[src/rtl/pipe_cpu_pkg.sv]
// Shared pipeline CPU definitions.
// Holds the divider state encoding and its decoder constants.
package pipe_cpu_pkg;

    typedef enum logic [1:0] {
        IDLE = 2'd0,
        CALC = 2'd1,
        DONE = 2'd2
    } div_state_e;

    localparam int XLEN = 32;

    localparam logic [5:0] FUNCT_DIVU = 6'd27;

    localparam logic [XLEN-1:0] DIV_ZERO_QUOT = '1;

endpackage

[src/rtl/divu_seq_if.sv]
// Start/done handshake bundle between the hazard unit and the divider.
// Carries operands in and registered results back.
interface divu_seq_if #(
    parameter int WIDTH = 32
);

    logic             start;
    logic             kill;
    logic [WIDTH-1:0] dataA;
    logic [WIDTH-1:0] dataB;
    logic             busy;
    logic             done;
    logic [WIDTH-1:0] quot;
    logic [WIDTH-1:0] rem;
    logic             div_zero;

    modport master (
        output start, kill, dataA, dataB,
        input  busy, done, quot, rem, div_zero
    );

    modport slave (
        input  start, kill, dataA, dataB,
        output busy, done, quot, rem, div_zero
    );

endinterface

[src/rtl/div_step.sv]
// One restoring shift-subtract iteration.
// The subtract adds the inverted divisor plus one, as the ALU does.
module div_step #(
    parameter int WIDTH = 32
) (
    input  logic [WIDTH:0]   r_i,
    input  logic [WIDTH-1:0] q_i,
    input  logic [WIDTH-1:0] d_i,
    output logic [WIDTH:0]   r_o,
    output logic [WIDTH-1:0] q_o
);

    logic [WIDTH:0] s;
    logic [WIDTH:0] t;
    logic           unused_r_msb;

    // R stays below D, so its top bit never reaches the shifted value
    assign unused_r_msb = r_i[WIDTH];

    always_comb begin
        s = {r_i[WIDTH-1:0], q_i[WIDTH-1]};
        t = s + {1'b1, ~d_i} + {{WIDTH{1'b0}}, 1'b1};
        if (!t[WIDTH]) begin
            r_o = t;
            q_o = {q_i[WIDTH-2:0], 1'b1};
        end else begin
            r_o = s;
            q_o = {q_i[WIDTH-2:0], 1'b0};
        end
    end

endmodule

[src/rtl/divu_seq.sv]
// Multi-cycle unsigned divider beside the EX-stage ALU.
// Holds the FSM, iteration counter and registered results.
module divu_seq
    import pipe_cpu_pkg::*;
#(
    parameter int WIDTH = 32,
    parameter int CNT_W = 6
) (
    input logic       clk,
    input logic       rst,
    divu_seq_if.slave bus
);

    localparam logic [CNT_W-1:0] CNT_INIT = CNT_W'(WIDTH);
    localparam logic [CNT_W-1:0] CNT_ONE  = CNT_W'(1);

    div_state_e       state_q, state_d;
    logic [CNT_W-1:0] cnt_q, cnt_d;
    logic [WIDTH:0]   r_q, r_d, r_step;
    logic [WIDTH-1:0] q_q, q_d, q_step;
    logic [WIDTH-1:0] d_q, d_d;
    logic [WIDTH-1:0] quot_q, quot_d;
    logic [WIDTH-1:0] rem_q, rem_d;
    logic             dz_q, dz_d;
    logic             done_q, done_d;
    logic             busy_q, busy_d;
    logic             accept;
    logic             zero_div;

    div_step #(
        .WIDTH (WIDTH)
    ) u_step (
        .r_i (r_q),
        .q_i (q_q),
        .d_i (d_q),
        .r_o (r_step),
        .q_o (q_step)
    );

    always_comb begin
        state_d  = state_q;
        cnt_d    = cnt_q;
        r_d      = r_q;
        q_d      = q_q;
        d_d      = d_q;
        quot_d   = quot_q;
        rem_d    = rem_q;
        dz_d     = dz_q;
        done_d   = 1'b0;
        accept   = bus.start && !bus.kill &&
                   (state_q == IDLE || state_q == DONE);
        zero_div = (bus.dataB == '0);

        unique case (state_q)
            IDLE: state_d = IDLE;
            DONE: state_d = IDLE;
            CALC: begin
                r_d   = r_step;
                q_d   = q_step;
                cnt_d = cnt_q - CNT_ONE;
                if (cnt_q == CNT_ONE) begin
                    state_d = DONE;
                    quot_d  = q_step;
                    rem_d   = r_step[WIDTH-1:0];
                    done_d  = 1'b1;
                end
            end
            default: state_d = IDLE;
        endcase

        if (accept) begin
            d_d   = bus.dataB;
            q_d   = bus.dataA;
            r_d   = '0;
            cnt_d = CNT_INIT;
            dz_d  = 1'b0;
            if (zero_div) begin
                state_d = DONE;
                quot_d  = WIDTH'(DIV_ZERO_QUOT);
                rem_d   = bus.dataA;
                dz_d    = 1'b1;
                done_d  = 1'b1;
            end else begin
                state_d = CALC;
            end
        end

        // A flush leaves the previously reported results untouched
        if (bus.kill) begin
            state_d = IDLE;
            done_d  = 1'b0;
            quot_d  = quot_q;
            rem_d   = rem_q;
            dz_d    = dz_q;
        end

        busy_d = (state_d == CALC) || (accept && zero_div);
    end

    always_ff @(posedge clk) begin
        if (rst) begin
            state_q <= IDLE;
            cnt_q   <= '0;
            r_q     <= '0;
            q_q     <= '0;
            d_q     <= '0;
            quot_q  <= '0;
            rem_q   <= '0;
            dz_q    <= 1'b0;
            done_q  <= 1'b0;
            busy_q  <= 1'b0;
        end else begin
            state_q <= state_d;
            cnt_q   <= cnt_d;
            r_q     <= r_d;
            q_q     <= q_d;
            d_q     <= d_d;
            quot_q  <= quot_d;
            rem_q   <= rem_d;
            dz_q    <= dz_d;
            done_q  <= done_d;
            busy_q  <= busy_d;
        end
    end

    assign bus.busy     = busy_q;
    assign bus.done     = done_q;
    assign bus.quot     = quot_q;
    assign bus.rem      = rem_q;
    assign bus.div_zero = dz_q;

endmodule

[src/flat_wrapper.sv]
// flat-port wrapper written by rule: the top's interface ports become plain ports
module divu_seq_flat import pipe_cpu_pkg::*;
#(
    parameter int WIDTH = 32,
    parameter int CNT_W = 6
)
  (clk, rst, bus_start, bus_kill, bus_dataA, bus_dataB, bus_busy, bus_done, bus_quot, bus_rem, bus_div_zero);
  divu_seq_if #(.WIDTH(WIDTH)) bus_i ();
  input logic clk;
  input logic rst;
  input wire logic [$bits(bus_i.start)-1:0] bus_start;
  input wire logic [$bits(bus_i.kill)-1:0] bus_kill;
  input wire logic [$bits(bus_i.dataA)-1:0] bus_dataA;
  input wire logic [$bits(bus_i.dataB)-1:0] bus_dataB;
  output wire logic [$bits(bus_i.busy)-1:0] bus_busy;
  output wire logic [$bits(bus_i.done)-1:0] bus_done;
  output wire logic [$bits(bus_i.quot)-1:0] bus_quot;
  output wire logic [$bits(bus_i.rem)-1:0] bus_rem;
  output wire logic [$bits(bus_i.div_zero)-1:0] bus_div_zero;
  assign bus_i.start = bus_start;
  assign bus_i.kill = bus_kill;
  assign bus_i.dataA = bus_dataA;
  assign bus_i.dataB = bus_dataB;
  assign bus_busy = bus_i.busy;
  assign bus_done = bus_i.done;
  assign bus_quot = bus_i.quot;
  assign bus_rem = bus_i.rem;
  assign bus_div_zero = bus_i.div_zero;
  divu_seq #(.WIDTH(WIDTH), .CNT_W(CNT_W)) u_core (.clk(clk), .rst(rst), .bus(bus_i));
endmodule
[config.mk]
export PLATFORM = sky130hd
export DESIGN_NAME = divu_seq_flat
export DESIGN_NICKNAME = d
export VERILOG_FILES = /design/src/rtl/pipe_cpu_pkg.sv /design/src/rtl/divu_seq_if.sv /design/src/rtl/div_step.sv /design/src/rtl/divu_seq.sv /design/src/flat_wrapper.sv
export SDC_FILE = /design/constraint.sdc
export NUM_CORES = 1
export LEC_CHECK = 0
export BUFFER_PORTS_ARGS = -buffer_cell sky130_fd_sc_hd__buf_4
export CELL_PAD_IN_SITES_DETAIL_PLACEMENT = 0
export CELL_PAD_IN_SITES_GLOBAL_PLACEMENT = 1
export CORE_MARGIN = 2
export CORE_UTILIZATION = 40
export CTS_CLUSTER_SIZE = 30
export DETAILED_ROUTE_END_ITERATION = 16
export GPL_TIMING_DRIVEN = 0
export PLACE_DENSITY = 0.76
export SLEW_MARGIN = 40
export SYNTH_ARGS = -nofsm -noshare
export SYNTH_HDL_FRONTEND = slang
export SYNTH_SLANG_ARGS = --single-unit
[constraint.sdc]
create_clock -name clk -period 4.1 [get_ports clk]
set_clock_uncertainty 0.15 [all_clocks]
set_input_delay 0.41 -clock clk [delete_from_list [all_inputs] [get_ports clk]]
set_output_delay 0.41 -clock clk [all_outputs]
set_load 0.05 [all_outputs]
# --- After elaboration in Yosys (flattened, before gate mapping) ---
# Cells that the tools add are included.
# W data, S select, Z words.
classes:
  n_reduce_logical: 12
  bitwise_logic: 2
  n_addsub: 3
  n_eq_ne: 4
  n_mux: 24
op_table:
  columns: ["op", "n"]
  rows:
  - ["$mux W32", 11]
  - ["$add A33 B1 Y33 const B", 1]
  - ["$add A33 B33 Y33", 1]
  - ["$logic_not A32 Y1", 1]
  - ["$not A32 Y32", 1]
  - ["$mux W6", 2]
  - ["$mux W2", 5]
  - ["$eq A6 B1 Y1 const B", 1]
  - ["$mux W1", 6]
  - ["$sub A6 B1 Y6 const B", 1]
  - ["$eq A2 B1 Y1 const B", 2]
  - ["$reduce_or A2 Y1", 2]
  - ["$logic_and A1 B1 Y1", 3]
  - ["$eq A2 B2 Y1 const B", 1]
  - ["$logic_not A2 Y1", 1]
  - ["$logic_or A1 B1 Y1", 2]
  - ["$reduce_and A2 Y1", 1]
  - ["$reduce_bool A2 Y1", 1]
  - ["$logic_not A1 Y1", 1]
  - ["$not A1 Y1", 1]
totals:
  out_inout_bits: 67
  input_bits: 68
  word_cells: 56
  ff_bits: 171

# --- Longest topological paths before layout ---
depth:
  depth_word: 8
  mapped_depth: 14
  mapped_depth_nobuf: 13

# --- By module ---
# A second synthesis with hierarchy kept.
hier_totals:
  hier_cells: 1206
  hier_area_um2: 9957.0
by_module_without_submodules:
  columns: ["mod", "cells_per_inst", "seq_area_each_um2", "n_inst", "area_each_um2"]
  rows:
  - ["divu_seq", 815, 3443.3, 1, 7236.9]
  - ["div_step", 391, 0.0, 1, 2720.1]

# --- Worst setup path after synthesis ---
# OpenSTA, ideal clock, no wires.
synth_path:
  kind: "reg2reg"
  start: "register u_core.d_q[13]"
  end: "register u_core.rem_q[25], in the netlist u_core.bus.rem[25]"
  setup_ns: 0.134
  path_buffers: 1
  path_slack_ns: 1.008
  synth_period_minus_slack_ns: 3.092
  required_time_ns: 3.816
  path_stages_with_launch: 14
  arrival_time_ns: 2.808
  path_cell_list: "dfxtp_1 -> inv_1 -> ha_1 -> a21o_1 -> a221o_1 -> nand2b_1 -> a31oi_1 -> o21ai_2 -> a21oi_2 -> or4_4 -> nand3_4 -> buf_12 -> mux2i_1 -> o22ai_1"
synth_via:
  elab_chain_len: 8
synth_lines:
  columns: ["element", "line", "source"]
  rows:
  - ["start: declaration", "divu_seq.sv:21", "logic [WIDTH-1:0] d_q, d_d;"]
  - ["start signal: assignment", "divu_seq.sv:106", "d_q <= '0;"]
  - ["start signal: assignment", "divu_seq.sv:117", "d_q <= d_d;"]
  - ["$not A32 Y32 (*)", "div_step.sv:22", "t = s + {1'b1, ~d_i} + {{WIDTH{1'b0}}, 1'b1};"]
  - ["$add A33 B33 Y33 (*)", "div_step.sv:22", null]
  - ["$add A33 B1 Y33 (*)", "div_step.sv:22", null]
  - ["$mux W32 (*)", "div_step.sv:23", "if (!t[WIDTH]) begin"]
  - ["$mux W32 (*)", "divu_seq.sv:61", "if (cnt_q == CNT_ONE) begin"]
  - ["$mux W32 (*)", "divu_seq.sv:54", "unique case (state_q)"]
  - ["$mux W32", "divu_seq.sv:77", "if (zero_div) begin"]
  - ["$mux W32 (*)", "divu_seq.sv:71", "if (accept) begin"]
  - ["end signal: assignment", "divu_seq.sv:119", "rem_q <= rem_d;"]
  - ["end: declaration", "divu_seq.sv:23", "logic [WIDTH-1:0] rem_q, rem_d;"]
# Every way passes the cells marked *; elsewhere a longest branch is shown, timed or not.
# A chain may end at the register's enable or synchronous reset.

# --- Worst setup path after layout ---
layout_path:
  start: "register u_core.d_q[2]"
  end: "register u_core.rem_q[25], in the netlist u_core.bus.rem[25]"
# The elaborated chain is that of the path after synthesis.

==> PnR_summary.wiki <==
{| class="wikitable"
! Metric !! Value
|-
| Number of sinks on the clock net || 171
|-
| RSZ-0062 raised after global routing || false
|-
| Post-cts resize count || 0
|-
| Post-route non-filler standard cell count || 1442
|-
| Wire length of the first global-routing pass || 40.7 mm
|-
| Final routed wire length divided by cell count || 18.4 um
|-
| Die outline area || 0.0224 mm^2
|-
| Status || finished clean
|-
| Final setup fails || 0
|-
| Maximum level of the CTS H-tree || 4
|-
| Via count of the first global-routing pass || 7357
|-
| DRC errors left || 0
|-
| Worst path setup slack after routing || 0.346 ns
|-
| Cells after synthesis || 1001
|-
| Grt total ovfl || 0
|-
| Most area-hungry cell type in the Yosys netlist || sky130_fd_sc_hd__dfxtp_1
|-
| Root buffer selected by CTS || sky130_fd_sc_hd__clkbuf_16
|-
| Worst reg-to-reg setup slack || 0.35 ns
|-
| Total of hold buffers inserted after clock tree synthesis || 0
|-
| Depth of the worst register-to-register path || 13
|-
| Share of cells above drive strength 1 || 15.8%
|-
| Post-CTS setup buffers || 0
|-
| Hold path startpoint || bus_dataB[2]
|-
| Layout filler cell count || 2131
|-
| Req. time, crit path || 4.24 ns
|-
| Endpoint with the worst hold slack || u_core.d_q[2]$_SDFFE_PP0P_
|-
| Startpoint of the most critical register-to-register path || u_core.d_q[2]$_SDFFE_PP0P_
|-
| Asr flop ratio synth || 0%
|-
| Number of flops mapped to enable cells by yosys || 0
|-
| Clock-pin transition on the worst setup and hold timing paths || 0.08 ns
|-
| Least-Margin Pin Slew || 0.835 ns
|-
| Input/output buffers || 134
|-
| Most used flip-flop cell after synthesis || sky130_fd_sc_hd__dfxtp_1
|-
| I/O pin cnt || 135
|-
| Time the worst path needs with I/O delays and setup || 3.75 ns
|-
| Highest attainable clock frequency || 266 MHz
|-
| Critical-path maximum fanout || 10
|-
| Via-to-Cell Ratio || 5.53
|-
| Cell with the most instances after synthesis || sky130_fd_sc_hd__dfxtp_1
|-
| Area share of the leading cell type in the synthesized netlist || 40.4%
|-
| Crit path launch type || flip-flop
|-
| Max-cap violations || 0
|-
| Total of warnings raised by yosys || 0
|-
| Cell area after layout || 0.0104 mm^2
|-
| Post-Route WL || 26.6 mm
|-
| Relative slew margins || 43.8%
|-
| CTS Buf Count || 17
|-
| Adder-cell share of the synthesized area || 5.25%
|-
| Type of the most critical hold path || in -> reg
|-
| Setup CP Type || reg -> reg
|-
| Placeable Area || 0.0209 mm^2
|-
| Layout net count || 1257
|-
| Vias || 7972
|-
| Worst r2r dst || u_core.bus.rem[25]$_SDFFE_PP0N_
|-
| Worst slack at placement || 0.0722 ns
|-
| Number of hold violations in the final report || 0
|-
| Flip-flop and latch count after synthesis || 171
|-
| Critical path data arrival time || 3.89 ns
|-
| Cells taking the most area after synthesis || sky130_fd_sc_hd__dfxtp_1 40%, sky130_fd_sc_hd__a21oi_1 10%, sky130_fd_sc_hd__mux2i_1 7.0%
|-
| Fraction of the yosys area taken by sequential cells || 40.4%
|-
| Cells on Worst Hold Path || 3
|-
| Synth Cell Area || 0.00848 mm^2
|-
| First-pass detailed-route iteration total || 6
|-
| Global-route usage over all layers || 23.6%
|-
| Maximum vdd ir drop || 0.266 mV
|-
| Top cells by count, synth || 171 x sky130_fd_sc_hd__dfxtp_1, 170 x sky130_fd_sc_hd__a21oi_1, 121 x sky130_fd_sc_hd__nand2_1, 63 x sky130_fd_sc_hd__clkbuf_1, 59 x sky130_fd_sc_hd__mux2i_1
|-
| Area share of and/or/nand/nor cells after synthesis || 12.7%
|-
| Placed standard-cell area || 0.00984 mm^2
|-
| TritonCTS clock tree || yes
|-
| Worst setup EP type || flip-flop
|-
| Synthesized net count || 1104
|-
| Clk_lat worst skew || 0.44 ns
|-
| Routability-driven placement congestion ratio || 0.844
|-
| Cell total after placement || 1410
|-
| Leakage power || 4.10 nW
|-
| Synthesis-to-finish area growth || 22.9%
|-
| Total power per unit cell area || 408 mW/mm^2
|-
| Multiplexer fraction of the synthesized cell area || 7.23%
|-
| Detail Route Antenna Nets || 0
|-
| Total Neg Setup Slack || 0 ns
|-
| Count of standard-cell rows || 53
|-
| Initial cell density of the core || 40.6%
|-
| CTS Buffer Depth || 2
|-
| Count of routing violations after the opening detailed-route iteration || 476
|-
| Post-route clock period utilization || 91.6%
|-
| Start point of the critical path || u_core.d_q[2]$_SDFFE_PP0P_
|-
| Area fraction in compound gates after synthesis || 26.1%
|-
| Dominant combinational cell family by area after synthesis || compound AO/OA/AOI/OAI gates
|-
| Pin count of the biggest net entering global routing || 19
|-
| Number of antenna violations at the first check in global routing || 0
|-
| Antenna cells || 0
|-
| Number of max-slew violations in the final report || 0
|-
| Share of the core filled with cells || 49.9%
|-
| Xor-xnor portion of the synthesized cell area || 3.10%
|-
| Mean area per synthesized cell || 8.47 um^2
|-
| Post-detail-place hpwl || 20.6 mm
|-
| Horizontal die dimension || 150 um
|-
| Distinct cells, synth || 60
|-
| Floorplan die height || 150 um
|}
==> where the power goes <==
group | total, mW | internal (mW) | switching [mW] | leakage, nW
clock network | 1.64 | 0.834 | 0.803 | 0.287
registers | 1.74 | 1.70 | 0.0332 | 1.39
logic | 0.883 | 0.358 | 0.525 | 2.42
==> routing by layer <==
metal	routed length [um]	track usage, %	vias to the layer above	share of wire, %
li1	-	-	3931	-
met1	12200	32.0	3807	46
met2	12600	39.2	212	48
met3	1390	4.18	22	5.2
met4	335	5.19	0	1.3
met5	0	0	-	0
==> worst max-delay path by stage <==
stage	to	cells past startpoint
global placement	u_core.bus.rem[27]$_SDFFE_PP0N_	11
CTS	u_core.bus.rem[25]$_SDFFE_PP0N_	13
global route	u_core.r_q[17]$_SDFFE_PP0P_	13
floorplan	u_core.bus.rem[25]$_SDFFE_PP0N_	13
detailed placement	u_core.bus.rem[29]$_SDFFE_PP0N_	11
finish	u_core.bus.rem[25]$_SDFFE_PP0N_	13
==> critical path, stage by stage, from the launching register on <==
cell and delay [ns]:
sky130_fd_sc_hd__dfxtp_1 0.34, sky130_fd_sc_hd__inv_1 0.06, sky130_fd_sc_hd__ha_1 0.34, sky130_fd_sc_hd__nor2b_1 0.16, sky130_fd_sc_hd__o31a_1 0.27, sky130_fd_sc_hd__o21ai_1 0.27, sky130_fd_sc_hd__a21oi_1 0.21, sky130_fd_sc_hd__o21ai_2 0.20
sky130_fd_sc_hd__a21oi_2 0.11, sky130_fd_sc_hd__or4_4 0.57, sky130_fd_sc_hd__nand3_4 0.17, sky130_fd_sc_hd__buf_12 0.19, sky130_fd_sc_hd__mux2i_1 0.41, sky130_fd_sc_hd__o22ai_1 0.15
==> layout make-up <==
class | instances | area [um^2] | share of cell area (%)
Multi-Input combinational cell | 720 | 4620 | 44.3
Clock buffer | 18 | 439 | 4.21
Buffer | 67 | 287 | 2.75
Inverter | 43 | 161 | 1.55
Clock inverter | 14 | 146 | 1.40
Tap cell | 275 | 344 | 3.30
Sequential cell | 171 | 3420 | 32.8
Timing Repair Buffer | 134 | 1010 | 9.65
==> flip-flops by register name (all words and copies together), names as in the netlist <==
register / cells
u_core.bus.div_zero: 1
u_core.d_q: 32
u_core.bus.rem: 32
u_core.bus.done: 1
u_core.r_q: 32
u_core.bus.quot: 32
u_core.bus.busy: 1
u_core.state_q: 2
u_core.cnt_q: 6
u_core.q_q: 32
==> stage by stage <==
stage / hold slack [ns] / total power, mW
6_report: 0.0756 / 4.26
5_1_grt: 0.0685 / 4.43
4_1_cts: 0.0647 / 4.27
3_5_place_dp: 0.298 / 2.65
3_3_place_gp: 0.293 / 2.65
2_1_floorplan: 0.286 / 2.38
==> cells by family (layout without fill, tap and decap cells) <==
| group | count (synthesis) | in the layout |
|---|---|---|
| AND/OR/NAND/NOR | 236 | 236 |
| buffers and inverters | 110 | 276 |
| XOR/XNOR | 30 | 30 |
| multiplexers | 61 | 61 |
| adder cells (fa/ha/maj) | 35 | 35 |
| flip-flops | 171 | 171 |
| AO/OA/AOI/OAI | 358 | 358 |
==> cell usage in the layout (no fill, tap or decap), drive strengths merged, types with 2 or more instances in the layout <==
master	instances
nand4	9
nor4	11
o22ai	11
buf	138
or2	3
nand2b	5
a31oi	10
mux2	2
a22oi	39
a21oi	172
nor2b	10
xor2	13
clkbuf	81
a21boi	2
o211ai	4
dfxtp	171
nand3	13
nor3	14
o21ai	45
o31a	4
xnor2	17
nand2	121
o31ai	2
or3	4
inv	51
o211a	3
nor2	35
and4	2
a2111oi	4
a21o	24
clkinv	5
a211oi	3
mux2i	59
o21a	4
and2	5
o221ai	23
ha	34
Note: power is estimated with default switching activity, not from simulation.
